[config.mk]
export PLATFORM = sky130hd
export DESIGN_NAME = spart_tx_arbiter
export DESIGN_NICKNAME = d
export VERILOG_FILES = /design/src/rtl/spart_tx_arbiter.sv
export SDC_FILE = /design/constraint.sdc
export NUM_CORES = 1
export LEC_CHECK = 0
export BUFFER_PORTS_ARGS = -buffer_cell sky130_fd_sc_hd__clkbuf_2
export CAP_MARGIN = 20
export CORE_UTILIZATION = 51
export DETAILED_ROUTE_END_ITERATION = 10
export PLACE_DENSITY = 0.92
export SYNTH_ARGS = -nofsm -noshare
export SYNTH_HDL_FRONTEND = slang
export SYNTH_SLANG_ARGS = --single-unit
[constraint.sdc]
create_clock -name clk -period 5 [get_ports clk]
set_input_delay 1 -clock clk [delete_from_list [all_inputs] [get_ports clk]]
set_output_delay 1 -clock clk [all_outputs]
set_load 0.005 [all_outputs]
[src/rtl/spart_tx_arbiter.sv]
// spart_tx_arbiter: round-robin share of the SPART transmitter.
// Grants one byte producer, launches tx, tracks busy, watchdogs launch.
module spart_tx_arbiter #(
  parameter int NREQ    = 4,
  parameter int DW      = 8,
  parameter int TIMEOUT = 15
) (
  input  logic             clk,
  input  logic             rst,
  input  logic [NREQ-1:0]  req,
  input  logic [NREQ*DW-1:0] req_data,
  output logic [NREQ-1:0]  ack,
  output logic [2:0]       grant_id,
  output logic             grant_valid,
  output logic             tx_start,
  output logic [DW-1:0]    tx_data,
  input  logic             tx_busy,
  output logic             err
);

  localparam int CW = $clog2(TIMEOUT + 1);

  typedef enum logic [1:0] {
    IDLE,
    LAUNCH,
    WAIT_BUSY,
    WAIT_DONE
  } state_t;

  state_t            state_q, state_d;
  logic [2:0]        last_q, last_d;
  logic [2:0]        gid_q, gid_d;
  logic [NREQ-1:0]   ack_q, ack_d;
  logic              start_q, start_d;
  logic [DW-1:0]     data_q, data_d;
  logic [CW-1:0]     cnt_q, cnt_d;
  logic              err_c;

  logic              found;
  logic [2:0]        win;
  logic [2:0]        idx;
  logic [NREQ-1:0]   req_sh;

  // Rotating scan from the slot after the last grantee, first hit wins.
  always_comb begin
    found  = 1'b0;
    win    = '0;
    idx    = '0;
    req_sh = '0;
    for (int k = 1; k <= NREQ; k++) begin
      idx    = 3'((int'(last_q) + k) % NREQ);
      req_sh = req >> idx;
      if (!found && req_sh[0]) begin
        found = 1'b1;
        win   = idx;
      end
    end
  end

  // Next-state, capture and watchdog logic.
  always_comb begin
    state_d = state_q;
    last_d  = last_q;
    gid_d   = gid_q;
    ack_d   = '0;
    start_d = 1'b0;
    data_d  = data_q;
    cnt_d   = cnt_q;
    err_c   = 1'b0;
    unique case (state_q)
      IDLE: begin
        if (found && !tx_busy) begin
          data_d  = DW'(req_data >> (int'(win) * DW));
          gid_d   = win;
          ack_d   = NREQ'(1) << win;
          start_d = 1'b1;
          last_d  = win;
          state_d = LAUNCH;
        end
      end
      LAUNCH: begin
        cnt_d   = '0;
        state_d = WAIT_BUSY;
      end
      WAIT_BUSY: begin
        if (tx_busy) begin
          state_d = WAIT_DONE;
        end else if (cnt_q == CW'(TIMEOUT)) begin
          err_c   = 1'b1;
          state_d = IDLE;
        end else if (cnt_q != {CW{1'b1}}) begin
          cnt_d = cnt_q + 1'b1;
        end
      end
      WAIT_DONE: begin
        if (!tx_busy) state_d = IDLE;
      end
      default: state_d = IDLE;
    endcase
  end

  // State and output registers, async active-high reset.
  always_ff @(posedge clk or posedge rst) begin
    if (rst) begin
      state_q <= IDLE;
      last_q  <= 3'(NREQ - 1);
      gid_q   <= '0;
      ack_q   <= '0;
      start_q <= 1'b0;
      data_q  <= '0;
      cnt_q   <= '0;
    end else begin
      state_q <= state_d;
      last_q  <= last_d;
      gid_q   <= gid_d;
      ack_q   <= ack_d;
      start_q <= start_d;
      data_q  <= data_d;
      cnt_q   <= cnt_d;
    end
  end

  assign ack         = ack_q;
  assign grant_id    = gid_q;
  assign grant_valid = (state_q != IDLE);
  assign tx_start    = start_q;
  assign tx_data     = data_q;
  assign err         = err_c;

endmodule

Yosys cells after proc, flatten, opt, wreduce, memory -nomap -nowiden
Cells that the tools add are included.

Output and inout bits: 18. Logic and storage cells: 75. Input port bits: 39. Register bits: 24.

Reduce and logical (&&, ||, !) cells: 18. Add/subtract/negate cells: 5. Equality and inequality tests: 11. Shift operators: 6. Bitwise operators: 4. Multiplexer cells: 24.

Operators with widths (number): $shr 32x6->8 (1); $mux 4 (5); $shr 4x3->1 (4); $mux 3 (4); $ne 2x2->1 const B (5); $mux 1 (9); $mux 2 (4); $pmux 2 s4 (1); $pmux 4 s2 (1); $reduce_or 2->1 (4); $add 2x1->2 const B (2); $add 2x2->2 const B (2); $add 4x1->4 const B (1); $and 1x1->1 const A (4); $eq 2x2->1 const B (2); $eq 4x4->1 const B (1); $logic_and 1x1->1 (4); $logic_not 1->1 (4); $ne 4x4->1 const B (1); $reduce_and 4->1 (1); $reduce_bool 2->1 (2); $shl 1x3->4 const A (1); $ne 3x3->1 const B (1); $reduce_and 3->1 (1); other kinds (3) (3).

Depth between registers and ports, before layout
Word-level depth: 17. Depth in mapped cells: 8. Depth with buffers taken out: 6.

Worst setup path after synthesis
Ideal clock, no wire load.

Path kind: input to output. Start point: in tx_busy. End point: out err. Data required time: 4000 ps. Arrival time: 1432 ps. Cell stages on the path: 2. Path slack: 2568 ps. Buffers on the path: 0. Cells stage by stage: nor3b_1 nor2b_1.

Word-level cells in the longest chain between the ends: 2.

RTL lines: from (decl) (RTL line 17) `input logic tx_busy,`; $mux 1 (RTL line 86) `if (tx_busy) begin`; $mux 1 (RTL line 70) `unique case (state_q)`; to (decl) (RTL line 18) `output logic err`.

No other way between the ends.

Final worst setup path
Same ends and word-level chain as after synthesis.

==> impl_metrics.py <==
metrics = {
    "outcome": {
        "status": "completed",
    },
    "layout": {
        "diodes": 0,
        "nets": 231,
        "multi_input_comb_area_um2": 681,
        "syn2layout_area_growth_pct": 20.2,
        "drive_gt1_share_pct": 42.6,
        "regArea_um2": 578,
        "fill_cells": 191,
        "postLayoutCoreUtil_pct": 66.0,
    },
    "worst_setup_path": {
        "worstSetupStartpoint": "tx_busy",
        "worst_setup_path_start_kind": "primary input",
        "cp_max_fo": 4,
        "r2r_slack_ns": 2.60,
        "cp_data_required_time_ns": 4.00,
        "ff2ff_path_depth": 5,
        "crit_end": "err",
        "crit_type": "in2out",
        "r2r_end": "tx_data[4]",
        "worstPathArrival_ns": 1.73,
        "reg2reg_from": "last_q[1]",
        "crit_path_end_kind": "primary output",
    },
    "timing": {
        "setup_viol": 0,
        "finalMaxSlewViolations": 0,
        "rsz0062_at_grt": "false",
        "post-route-min-period_ns": 2.73,
        "slew_headroom_pct": 41.1,
        "finalCritPeriodShare_pct": 54.6,
        "finClkSkew_ns": 0.00222,
        "final.setup.tns_ns": 0,
        "fmax_ghz": 0.366,
        "worst_pin_slew_ns": 0.884,
        "hold_violations": 0,
    },
    "clock_network": {
        "cts.htree.levels": 1,
        "postCtsSetupBuffers": 0,
        "root_buffer": "clkbuf_4",
        "cts_tree": "yes",
        "post_cts_resized": 0,
        "cts_max_path_buffers": 2,
        "clock_latency_ns": 0.31,
        "cts_sinks": 23,
        "cts_made_buffers": 3,
        "hold_buffers": 0,
        "clk_pin_slew_ns": 0.12,
    },
    "synth": {
        "synth_nets": 178,
        "ys_warn_count": 0,
        "synth_compound_area_share_pct": 27.8,
        "synthArstFlopShare_pct": 100,
        "synth_mux_area_share_pct": 7.23,
        "synth_seq_cells": 23,
        "ys_seq_area_share_pct": 41.7,
        "synth-simple-area-share_pct": 12.9,
        "synth_ff_type": "dfrtp_1",
        "synth_top_family_by_area": "compound AO/OA/AOI/OAI gates",
        "synth_area_um2": 1390,
        "synthAdderAreaFrac_pct": 0.903,
        "synth-edff-count": 0,
        "yosysUniqueCellTypes": 38,
        "synth_cells": 138,
        "avgSynthCellArea_um2": 10.0,
        "synth-xor-area-share_pct": 0,
    },
    "power_and_ir_drop": {
        "ir_drop_mv": 0.267,
        "switching_share_pct": 41.2,
        "seqPwrFrac_pct": 42.2,
        "clkPwrFrac_pct": 11.1,
        "p_int_mw": 0.457,
        "p_comb_share_pct": 46.7,
        "powerDensity_nw_per_um2": 467,
        "p_leak_nw": 0.846,
        "p_sw_mw": 0.320,
    },
    "floorplanning": {
        "die_h_um": 54.1,
        "ios": 57,
        "rows": 18,
        "start_util_pct": 54.9,
        "core_um2": 2520,
        "die_w_um": 54.1,
        "design.die.area_um2": 2930,
    },
    "routing": {
        "ant_nets": 0,
        "first_iter_violations": 43,
        "drc": 0,
        "vias": 1244,
        "avgRoutedWirePerCell_um": 14.3,
        "drt-pass1-iter-count": 4,
        "drt_wl_total_um": 3160,
        "avgViaCountPerCell": 5.65,
    },
    "hold_path": {
        "hold_class": "reg2reg",
    },
    "placement": {
        "routabilityCongestion": 0.730,
        "post-dp-hpwl_um": 2430,
        "port_buffers": 55,
    },
    "global_routing": {
        "grt_overflow": 0,
        "grt_max_degree": 24,
        "grt_pass1_wl_um": 4800,
        "grt_usage_pct": 23.0,
        "antenna_found_initial": 0,
        "grt_pass1_vias": 1178,
    },
    "flow_run": {
        "drv_cap": 0,
    },
}
[worst min path at each step]
stage,startpoint,to,cells past startpoint
2_1_floorplan,cnt_q[3],cnt_q[3],1
3_3_place_gp,cnt_q[3],cnt_q[3],1
3_5_place_dp,cnt_q[3],cnt_q[3],1
4_1_cts,cnt_q[3],cnt_q[3],1
5_1_grt,cnt_q[3],cnt_q[3],1
6_report,cnt_q[3],cnt_q[3],1
[cell usage in the layout, fill, tap and decap left out, drive strengths merged, types with 2 or more instances in the layout]
| master | instances |
|---|---|
| mux2i | 10 |
| a211oi | 22 |
| inv | 17 |
| a21o | 2 |
| nand2 | 6 |
| nor2b | 2 |
| dfstp | 2 |
| a31oi | 2 |
| o211ai | 2 |
| clkbuf | 59 |
| nor2 | 18 |
| and2 | 2 |
| o21ai | 5 |
| nand3 | 6 |
| dfrtp | 21 |
| nand2b | 2 |
[metal layers]
metal  GRT usage, %  share of wire, %
met5              0                 0
met4           11.1               2.6
met3           3.67               5.5
met2           43.0                53
met1           24.9                39
[through the flow]
| step | std cells | power (mW) | setup slack (ns) | instance area (µm²) | hold slack, ns |
|---|---|---|---|---|---|
| 6_report | 220 | 0.777 | 2.27 | 1670 | 0.508 |
| 3_5_place_dp | 216 | 0.692 | 2.00 | 1640 | 0.486 |
| 5_1_grt | 220 | 0.833 | 2.20 | 1670 | 0.539 |
| 2_1_floorplan | 138 | 0.594 | 2.57 | 1390 | 0.452 |
| 3_3_place_gp | 216 | 0.664 | 2.16 | 1640 | 0.468 |
| 4_1_cts | 220 | 0.777 | 2.27 | 1670 | 0.505 |
[critical path: stages]
cell and delay, ns:
clkbuf_2 0.12, nor3b_1 0.31, nor2b_1 0.18, clkbuf_2 0.12
[kinds of logic (layout without fill, tap and decap cells)]
family / after synthesis / in the layout
compound gates: 40 / 40
simple gates: 38 / 38
buf+inv: 25 / 77
flops: 23 / 23
mux: 10 / 10
fa+ha+maj: 1 / 1
other cells: 1 / 1
[power by group through the flow]
stage          Combinational, mW  Sequential (mW)  Clock [mW]
6_report                   0.363            0.328      0.0865
5_1_grt                    0.403            0.337      0.0930
4_1_cts                    0.365            0.326      0.0862
3_5_place_dp               0.363            0.329           0
3_3_place_gp               0.340            0.325           0
2_1_floorplan              0.277            0.317           0
[state kept, by name (all words and copies together), names as in the netlist]
| signal | count |
|---|---|
| ack | 4 |
| cnt_q | 4 |
| grant_id | 2 |
| last_q | 2 |
| state_q | 2 |
| tx_data | 8 |
| tx_start | 1 |
[synthesized netlist by cell type, types with 2 or more instances]
cell      count  area (µm²)
a31oi_1       2        12.5
o211ai_1      2        15.0
nand2b_1      2        12.5
inv_1        16        60.1
dfstp_2       2        52.6
nor2b_1       2        12.5
a21o_1        2        15.0
and2_1        2        12.5
mux2i_1      10         100
a211oi_2     14         175
nor2_1       17        63.8
dfrtp_1      21         526
nand3_1       5        25.0
buf_2         2        10.0
nand2_1       6        22.5
a211oi_1      7        52.6
o21ai_0       4        20.0
buf_6         2        22.5
[area by class of cell]
cell class	count	area share, %
Tap cell	30	2.25
Timing Repair Buffer	55	16.5
Inverter	18	4.06
Multi-Input combinational cell	90	40.9
Clock buffer	4	1.58
Sequential cell	23	34.7
Note: power is estimated with default switching activity, not from simulation.
